$ cat src/rtl/div_ctrl.sv
// Iterative radix-2 restoring divider with IDLE/CALC/DONE sequencing for the execute stage.
// Optional macro DIV_EARLY_OUT_EN: skip CALC for divide-by-zero or |dividend| < |divisor|.
module div_ctrl #(
    parameter int WIDTH = 32,
    parameter int CNT_W = 6
) (
    input  logic             clk,
    input  logic             reset,
    input  logic             div_en,
    input  logic             div_signed,
    input  logic [WIDTH-1:0] div_src1,
    input  logic [WIDTH-1:0] div_src2,
    input  logic             div_ack,
    input  logic             flush,
    output logic             div_complete,
    output logic [WIDTH-1:0] div_quotient,
    output logic [WIDTH-1:0] div_remainder,
    output logic             div_busy
);

    typedef enum logic [1:0] {
        S_IDLE = 2'd0,
        S_CALC = 2'd1,
        S_DONE = 2'd2
    } state_t;

    localparam logic [WIDTH-1:0] ONE  = {{(WIDTH-1){1'b0}}, 1'b1};
    localparam logic [WIDTH-1:0] ONES = {WIDTH{1'b1}};

    state_t           state_q;
    logic [CNT_W-1:0] cnt_q;
    logic [WIDTH-1:0] rem_q;
    logic [WIDTH-1:0] dvd_q;
    logic [WIDTH-1:0] dvs_q;
    logic [WIDTH-1:0] src1_q;
    logic             sign_q_q;
    logic             sign_r_q;
    logic             zero_q;
    logic             complete_q;
    logic [WIDTH-1:0] quot_q;
    logic [WIDTH-1:0] remo_q;
    logic             busy_q;

    // Operand magnitudes, taken only for signed divides.
    logic             neg1, neg2;
    logic [WIDTH-1:0] abs1, abs2;
    logic             start;
    logic             src2_zero;

    always_comb begin
        neg1      = div_signed & div_src1[WIDTH-1];
        neg2      = div_signed & div_src2[WIDTH-1];
        abs1      = neg1 ? (~div_src1 + ONE) : div_src1;
        abs2      = neg2 ? (~div_src2 + ONE) : div_src2;
        start     = div_en & ~flush;
        src2_zero = (div_src2 == '0);
    end

    // One restoring step: shift {rem, dividend} left, trial-subtract the divisor.
    logic [WIDTH:0]   shifted;
    logic [WIDTH+1:0] diff;
    logic             qbit;
    logic [WIDTH-1:0] rem_nxt;
    logic [WIDTH-1:0] quo_nxt;
    logic [WIDTH-1:0] fin_q;
    logic [WIDTH-1:0] fin_r;

    always_comb begin
        shifted = {rem_q, dvd_q[WIDTH-1]};
        diff    = {1'b0, shifted} - {2'b00, dvs_q};
        qbit    = ~diff[WIDTH+1];
        rem_nxt = qbit ? diff[WIDTH-1:0] : shifted[WIDTH-1:0];
        quo_nxt = {dvd_q[WIDTH-2:0], qbit};
        if (zero_q) begin
            fin_q = sign_r_q ? ONE : ONES;
            fin_r = src1_q;
        end else begin
            fin_q = sign_q_q ? (~quo_nxt + ONE) : quo_nxt;
            fin_r = sign_r_q ? (~rem_nxt + ONE) : rem_nxt;
        end
    end

    always_ff @(posedge clk) begin
        if (reset) begin
            state_q    <= S_IDLE;
            cnt_q      <= '0;
            rem_q      <= '0;
            dvd_q      <= '0;
            dvs_q      <= '0;
            src1_q     <= '0;
            sign_q_q   <= 1'b0;
            sign_r_q   <= 1'b0;
            zero_q     <= 1'b0;
            complete_q <= 1'b0;
            quot_q     <= '0;
            remo_q     <= '0;
            busy_q     <= 1'b0;
        end else begin
            case (state_q)
                S_IDLE: begin
                    if (start) begin
                        sign_q_q <= div_signed & (div_src1[WIDTH-1] ^ div_src2[WIDTH-1]);
                        sign_r_q <= neg1;
                        zero_q   <= src2_zero;
                        src1_q   <= div_src1;
                        dvd_q    <= abs1;
                        dvs_q    <= abs2;
                        rem_q    <= '0;
                        cnt_q    <= '0;
                        busy_q   <= 1'b1;
`ifdef DIV_EARLY_OUT_EN
                        if (src2_zero || (abs1 < abs2)) begin
                            state_q    <= S_DONE;
                            complete_q <= 1'b1;
                            quot_q     <= src2_zero ? (neg1 ? ONE : ONES) : '0;
                            remo_q     <= div_src1;
                        end else begin
                            state_q <= S_CALC;
                        end
`else
                        state_q <= S_CALC;
`endif
                    end
                end
                S_CALC: begin
                    if (flush) begin
                        state_q <= S_IDLE;
                        busy_q  <= 1'b0;
                    end else begin
                        rem_q <= rem_nxt;
                        dvd_q <= quo_nxt;
                        cnt_q <= cnt_q + 1'b1;
                        if (cnt_q == CNT_W'(WIDTH - 1)) begin
                            state_q    <= S_DONE;
                            complete_q <= 1'b1;
                            quot_q     <= fin_q;
                            remo_q     <= fin_r;
                        end
                    end
                end
                S_DONE: begin
                    // Flush discards the result; ack retires it and keeps the last value visible.
                    if (flush) begin
                        state_q    <= S_IDLE;
                        complete_q <= 1'b0;
                        busy_q     <= 1'b0;
                        quot_q     <= '0;
                        remo_q     <= '0;
                    end else if (div_ack) begin
                        state_q    <= S_IDLE;
                        complete_q <= 1'b0;
                        busy_q     <= 1'b0;
                    end
                end
                default: begin
                    state_q    <= S_IDLE;
                    complete_q <= 1'b0;
                    busy_q     <= 1'b0;
                end
            endcase
        end
    end

    assign div_complete  = complete_q;
    assign div_quotient  = quot_q;
    assign div_remainder = remo_q;
    assign div_busy      = busy_q;

endmodule

$ cat config.mk
export PLATFORM = sky130hd
export DESIGN_NAME = div_ctrl
export DESIGN_NICKNAME = d
export VERILOG_FILES = /design/src/rtl/div_ctrl.sv
export SDC_FILE = /design/constraint.sdc
export NUM_CORES = 1
export LEC_CHECK = 0
export CAP_MARGIN = 20
export CORE_ASPECT_RATIO = 0.7
export CORE_MARGIN = 5
export CORE_UTILIZATION = 52
export DETAILED_ROUTE_END_ITERATION = 8
export PLACE_DENSITY_LB_ADDON = 0.25
export SLEW_MARGIN = 20
export SYNTH_ARGS = -nofsm -noshare
export SYNTH_HDL_FRONTEND = slang
export SYNTH_SLANG_ARGS = --single-unit
$ cat constraint.sdc
create_clock -name clk -period 4.4 [get_ports clk]
set_input_delay 0.66 -clock clk [delete_from_list [all_inputs] [get_ports clk]]
set_output_delay 0.66 -clock clk [all_outputs]
set_load 0.01 [all_outputs]
# Yosys cells after proc, flatten, opt, wreduce, memory -nomap -nowiden
# Cells that the tools add are included.
# totals
elab_cells	89
inputBits	70
regBits	205
output_inout_bits	66
# classes
reduce_logical	10
muxes	38
add_sub_neg	6
n_eq_ne	10
bitwise_logic	12
# op_table
op	n
two-way mux 32 bit	17
one-hot mux 32 bit (2 select lines)	4
adder 32 x 1 -> 32 bit, second input constant	4
inverter 32 bit	4
subtractor 33 x 32 -> 34 bit	1
logical NOT 32 bit	1
two-way mux 6 bit	2
one-hot mux 6 bit (2 select lines)	1
two-way mux 2 bit	5
inequality test 2 bit, second input constant	5
AND reduction 3 bit	3
AND reduction 4 bit	2
adder 6 x 1 -> 6 bit, second input constant	1
== test 6 x 5 -> 1 bit, second input constant	1
two-way mux 1 bit	6
inequality test 3 bit, second input constant	2
one-hot mux 1 bit (3 select lines)	2
one-hot mux 2 bit (3 select lines)	1
bitwise AND 1 bit	4
nonzero test 2 bit	2
inverter 1 bit	3
== test 2 x 1 -> 1 bit, second input constant	1
== test 2 bit, second input constant	1
logical NOT 2 bit	1
2 further kinds	2

# Logic depth before layout (Yosys ltp)
# logic_depth
depth_word	9
ltp_mapped	23
ltp_nobuf	18

# Worst setup path before layout
# Ideal clock, no wire load.
# synth_timing
path_kind	register to register
startpoint	register dvs_q[24]
endpoint	register quot_q[24] (netlist: div_quotient[24])
arrival_ns	4.437
path_buffers	5
setup_ns	0.132
period_less_slack_ns	4.569
path_slack_ns	-0.169
required_ns	4.268
path_stages_with_launch	24
path_cell_list	dfxtp_1 -> inv_1 -> ha_1 -> buf_6 -> a21oi_4 -> o211ai_2 -> a211oi_1 -> o21ai_0 -> or2_1 -> buf_6 -> inv_2 -> buf_2 -> buf_2 -> buf_1 -> ha_1 -> nand2b_1 -> or3_1 -> or2_2 -> nand2b_1 -> or3_4 -> o41ai_1 -> xnor2_1 -> o21ai_1 -> a21oi_1
# synth_via
elab_chain_len	9
# synth_rtl
item	line	text
start: declaration	34	logic [WIDTH-1:0] dvs_q;
start signal: assignment	107	dvs_q <= abs2;
subtractor 33 x 32 -> 34 bit	70	diff = {1'b0, shifted} - {2'b00, dvs_q};
inverter 1 bit	71	qbit = ~diff[WIDTH+1];
inverter 32 bit	78	fin_q = sign_q_q ? (~quo_nxt + ONE) : quo_nxt;
adder 32 x 1 -> 32 bit	78	
two-way mux 32 bit	78	
two-way mux 32 bit	74	if (zero_q) begin
two-way mux 32 bit	133	if (cnt_q == CNT_W'(WIDTH - 1)) begin
two-way mux 32 bit	126	if (flush) begin
one-hot mux 32 bit (2 select lines)	99	case (state_q)
end signal: assignment	136	quot_q <= fin_q;
end: declaration	40	logic [WIDTH-1:0] quot_q;
# Every way passes these cells. The select of a mux whose other input is x is not followed.
# A chain may end at the register's enable or synchronous reset.

# Worst setup path in the final report
# layout_timing
startpoint	register dvd_q[31]
endpoint	register remo_q[25] (netlist: div_remainder[25])
# layout_via
elab_chain_len	9
# layout_rtl
item	line	text
start: declaration	33	logic [WIDTH-1:0] dvd_q;
start signal: assignment	106	dvd_q <= abs1;
start signal: assignment	131	dvd_q <= quo_nxt;
subtractor 33 x 32 -> 34 bit	70	
two-way mux 32 bit (*)	72	rem_nxt = qbit ? diff[WIDTH-1:0] : shifted[WIDTH-1:0];
inverter 32 bit	79	fin_r = sign_r_q ? (~rem_nxt + ONE) : rem_nxt;
adder 32 x 1 -> 32 bit	79	
two-way mux 32 bit (*)	79	
two-way mux 32 bit (*)	74	
two-way mux 32 bit (*)	133	
two-way mux 32 bit (*)	126	
one-hot mux 32 bit (2 select lines) (*)	99	
end signal: assignment	137	remo_q <= fin_r;
end: declaration	41	logic [WIDTH-1:0] remo_q;
# Mark *: on every way between the ends. The rest lies on a longest branch, timed or not. The select of a mux whose other input is x is not followed.

==> metrics.md <==
| Metric | Value |
|---|---|
| Status | complete, no violations |
| Worst-path clk slew | 0.07 ns |
| Post-DP HPWL | 31,800 microns |
| Cell repeated most along the worst path | a211oi_1 |
| Primary FF master, synth | dfxtp_1 |
| Die Width | 199 microns |
| Worst endpoint data arrival time | 4.57 ns |
| Clk root buf | clkbuf_16 |
| Diode count | 0 |
| CTS tree | done |
| Fillers | 2,203 |
| Syn nets | 1,869 |
| Die Ht | 142 microns |
| Starting Density | 52.8% |
| Vias in the first global route | 12,189 |
| Port Buf Inserts | 135 |
| Insertion delay to the later sink of the worst-skew pair | 0.52 ns |
| Startpoint type of the worst setup path | flip-flop |
| Num CTS Buffers | 23 |
| Post-synthesis sequential area ratio | 31.5% |
| Vias | 13,375 |
| Total power | 5.14 mW |
| Routability cong. | 0.955 |
| Initial drt markers | 1,370 |
| Share of Yosys cell area claimed by the top area cell type | 31.5% |
| RSZ-0062 raised after global routing | no |
| Async set or reset register ratio after synthesis | 0% |
| CTS sink cnt | 205 |
| Crit. End Element | flip-flop |
| Crit Path Class | flip-flop to flip-flop |
| GR Overflow Total | 0 |
| Post-synth EDFFs | 0 |
| DRT Wirelength | 42,300 microns |
| Setup TNS | 0 ns |
| Commonest non-fill, non-tap cell in the layout | nand2_1 |
| Antenna violations before repair | 0 |
| Final max-slew violation count | 0 |
| 1st-pass router iterations | 5 |
| Crit path largest cell delay | 0.56 ns |
| Final setup violating endpoints | 0 |
| Slew @ Worst Pin | 1.14 ns |
| Area Growth Syn to Fin | 19.3% |
| DIE AREA | 0.0284 sq mm |
| Fin Clk Skew | 0.0239 ns |
| Post-layout util | 63.0% |
| Pin count of the biggest net entering global routing | 97 |
| Top post-synthesis cells by area | dfxtp_1 31%, a21oi_1 7.1%, nand2_1 6.4% |
| Share of layout cells above drive strength 1 | 7.05% |
| Largest delay share family, worst path | compound AO/OA/AOI/OAI gates |
| Netlist Area Pre-Place | 0.0130 sq mm |
| CP cell instances | inv_1 > ha_1 > fa_1 > nand2b_1 > a211o_1 > a211oi_1 > and3b_1 > xnor2_1 > a211oi_1 > buf_4 > o221ai_2 > o41ai_2 > xor2_1 > nand2_1 > a32o_1 |
| Total Routing Usage GR | 28.9% |
| Peak supply drop | 0.281 mV |
| Rel. slew slack | 24.0% |
| Post-Syn Instances | 1,762 |
| GRT met3 Usage | 6.11% |
| Register area | 0.00411 sq mm |
| F_max | 240 MHz |
| # nets final | 1,964 |
| Synth Warn # | 0 |
| Area of the multi-input gates | 0.00830 sq mm |
| Core ar. | 0.0247 sq mm |
| M1 GR Usage | 44.8% |
| Hold Path Class | flip-flop to flip-flop |
| Lkg Pwr | 5.70 nW |
| Max Cap Violations | 0 |
| Synthesized area per cell | 7.40 sq um |
| Period minus WS final | 4.16 ns |
| Most frequent cells in the layout | 224 x nand2_1, 207 x nor2_1, 204 x dfxtp_1 |
| Buffers plus inverters on the worst setup path | 2 |
| Yosys cell types | 90 |
| Fin. Hold Viols | 0 |
| Vias/cell | 6.09 |
| Post-synthesis register bit count | 205 |
| H-tree depth | 1 |
| Routed Antenna Nets | 0 |
| First-pass GRT wire length | 66,500 microns |
| DR WL/cell | 19.3 microns |
| Power per cell area | 330 mW/mm^2 |
| # IOs | 136 |
| Layer with the highest usage | met1 |
| Worst-path fanout max | 8 |
| Global Route met2 Usage | 41.4% |
| Synth area leader | dfxtp_1 |
| Rows | 48 |
| Final period util | 94.6% |
| CP max stage cell | a211oi_1 |
| Longest Clk Path Bufs | 3 |
| Critical Path RT | 4.81 ns |
| Drc violations | 0 |
synth_stat cells, types with 19 or more instances:
cell type,instances
inv_1,54
ha_1,36
xnor2_1,80
nand2_1,224
a211oi_1,59
nor3_1,46
a21oi_1,185
nor2_1,208
xor2_1,44
o21ai_0,134
clkbuf_1,94
nand3_1,19
a22oi_1,35
dfxtp_1,205
or3_1,30
repair_timing:
item | in CTS | in global routing
hold buffers | 0 | 0
endpoints found under the hold margin | 0 | 0
endpoints found under the setup margin | 0 | 19
setup buffers | 0 | 0
gates resized for setup | 0 | 9
path summary, 6_finish.rpt:
kind,startpoint,endpoint,slack [ns],depth (start not counted)
max,dvd_q[31]$_SDFFE_PP0P_,div_remainder[25]$_SDFFE_PP0P_,0.24,15
max reg2reg,dvd_q[31]$_SDFFE_PP0P_,div_remainder[25]$_SDFFE_PP0P_,0.24,15
min,div_quotient[27]$_SDFFE_PP0P_,div_quotient[27]$_SDFFE_PP0P_,0.44,2
min reg2reg,div_quotient[27]$_SDFFE_PP0P_,div_quotient[27]$_SDFFE_PP0P_,0.44,2
cell families after synthesis:
group	Yosys count	synth area share, %
AOI/OAI and AO/OA	574	28.0
adders and majority gates	37	3.61
and+or+nand+nor	640	22.4
buffers and inverters	172	5.32
DFF	205	31.5
muxes	10	0.873
xor gates and xnor gates	124	8.33
state kept, by name, indices dropped and copies added (netlist names):
name and count:
div_quotient 32, div_remainder 32, dvd_q 32, dvs_q 32
rem_q 32, src1_q 32, cnt_q 6, state_q 2
div_busy 1, div_complete 1, sign_q_q 1, sign_r_q 1
zero_q 1
worst register-to-register path, cell delays in order, from the launching register on:
cell and delay, ns:
dfxtp_1 0.33, inv_1 0.08, ha_1 0.23, fa_1 0.40, nand2b_1 0.18, a211o_1 0.38, a211oi_1 0.56, and3b_1 0.27
xnor2_1 0.15, a211oi_1 0.24, buf_4 0.18, o221ai_2 0.13, o41ai_2 0.35, xor2_1 0.21, nand2_1 0.09, a32o_1 0.27
layer usage:
| metal | vias up | wire length, microns |
|---|---|---|
| li1 | 6469 | - |
| met1 | 6257 | 20200 |
| met2 | 591 | 17100 |
| met3 | 58 | 4280 |
| met4 | 0 | 760 |
| met5 | - | 0 |
metrics by stage:
stage          cells  hold slack (ns)  worst slack [ns]  instance area [sq um]
3_3_place_gp    2157            0.427             0.145                  14700
2_1_floorplan   1762            0.431           0.00356                  13100
5_1_grt         2197            0.463           0.00946                  15600
6_report        2197            0.441             0.237                  15600
3_5_place_dp    2157            0.437             0.128                  14700
4_1_cts         2197            0.447             0.106                  15500
layout make-up:
type                       instances  share of cell area [%]
clock inverter                    15                    1.29
tap                              325                    2.61
clock buffer                      25                    3.75
multi-input combinational       1385                    53.4
inverter                          57                    1.38
sequential                       205                    26.4
timing repair buffer             185                    11.2
report_power, final:
| group | switching [mW] | internal (mW) | leakage [nW] |
|---|---|---|---|
| logic | 0.706 | 0.418 | 3.65 |
| clock network | 0.832 | 1.20 | 0.384 |
| registers | 0.0610 | 1.92 | 1.66 |
| total | 1.60 | 3.54 | 5.70 |
(Power assumes the default switching activity.)
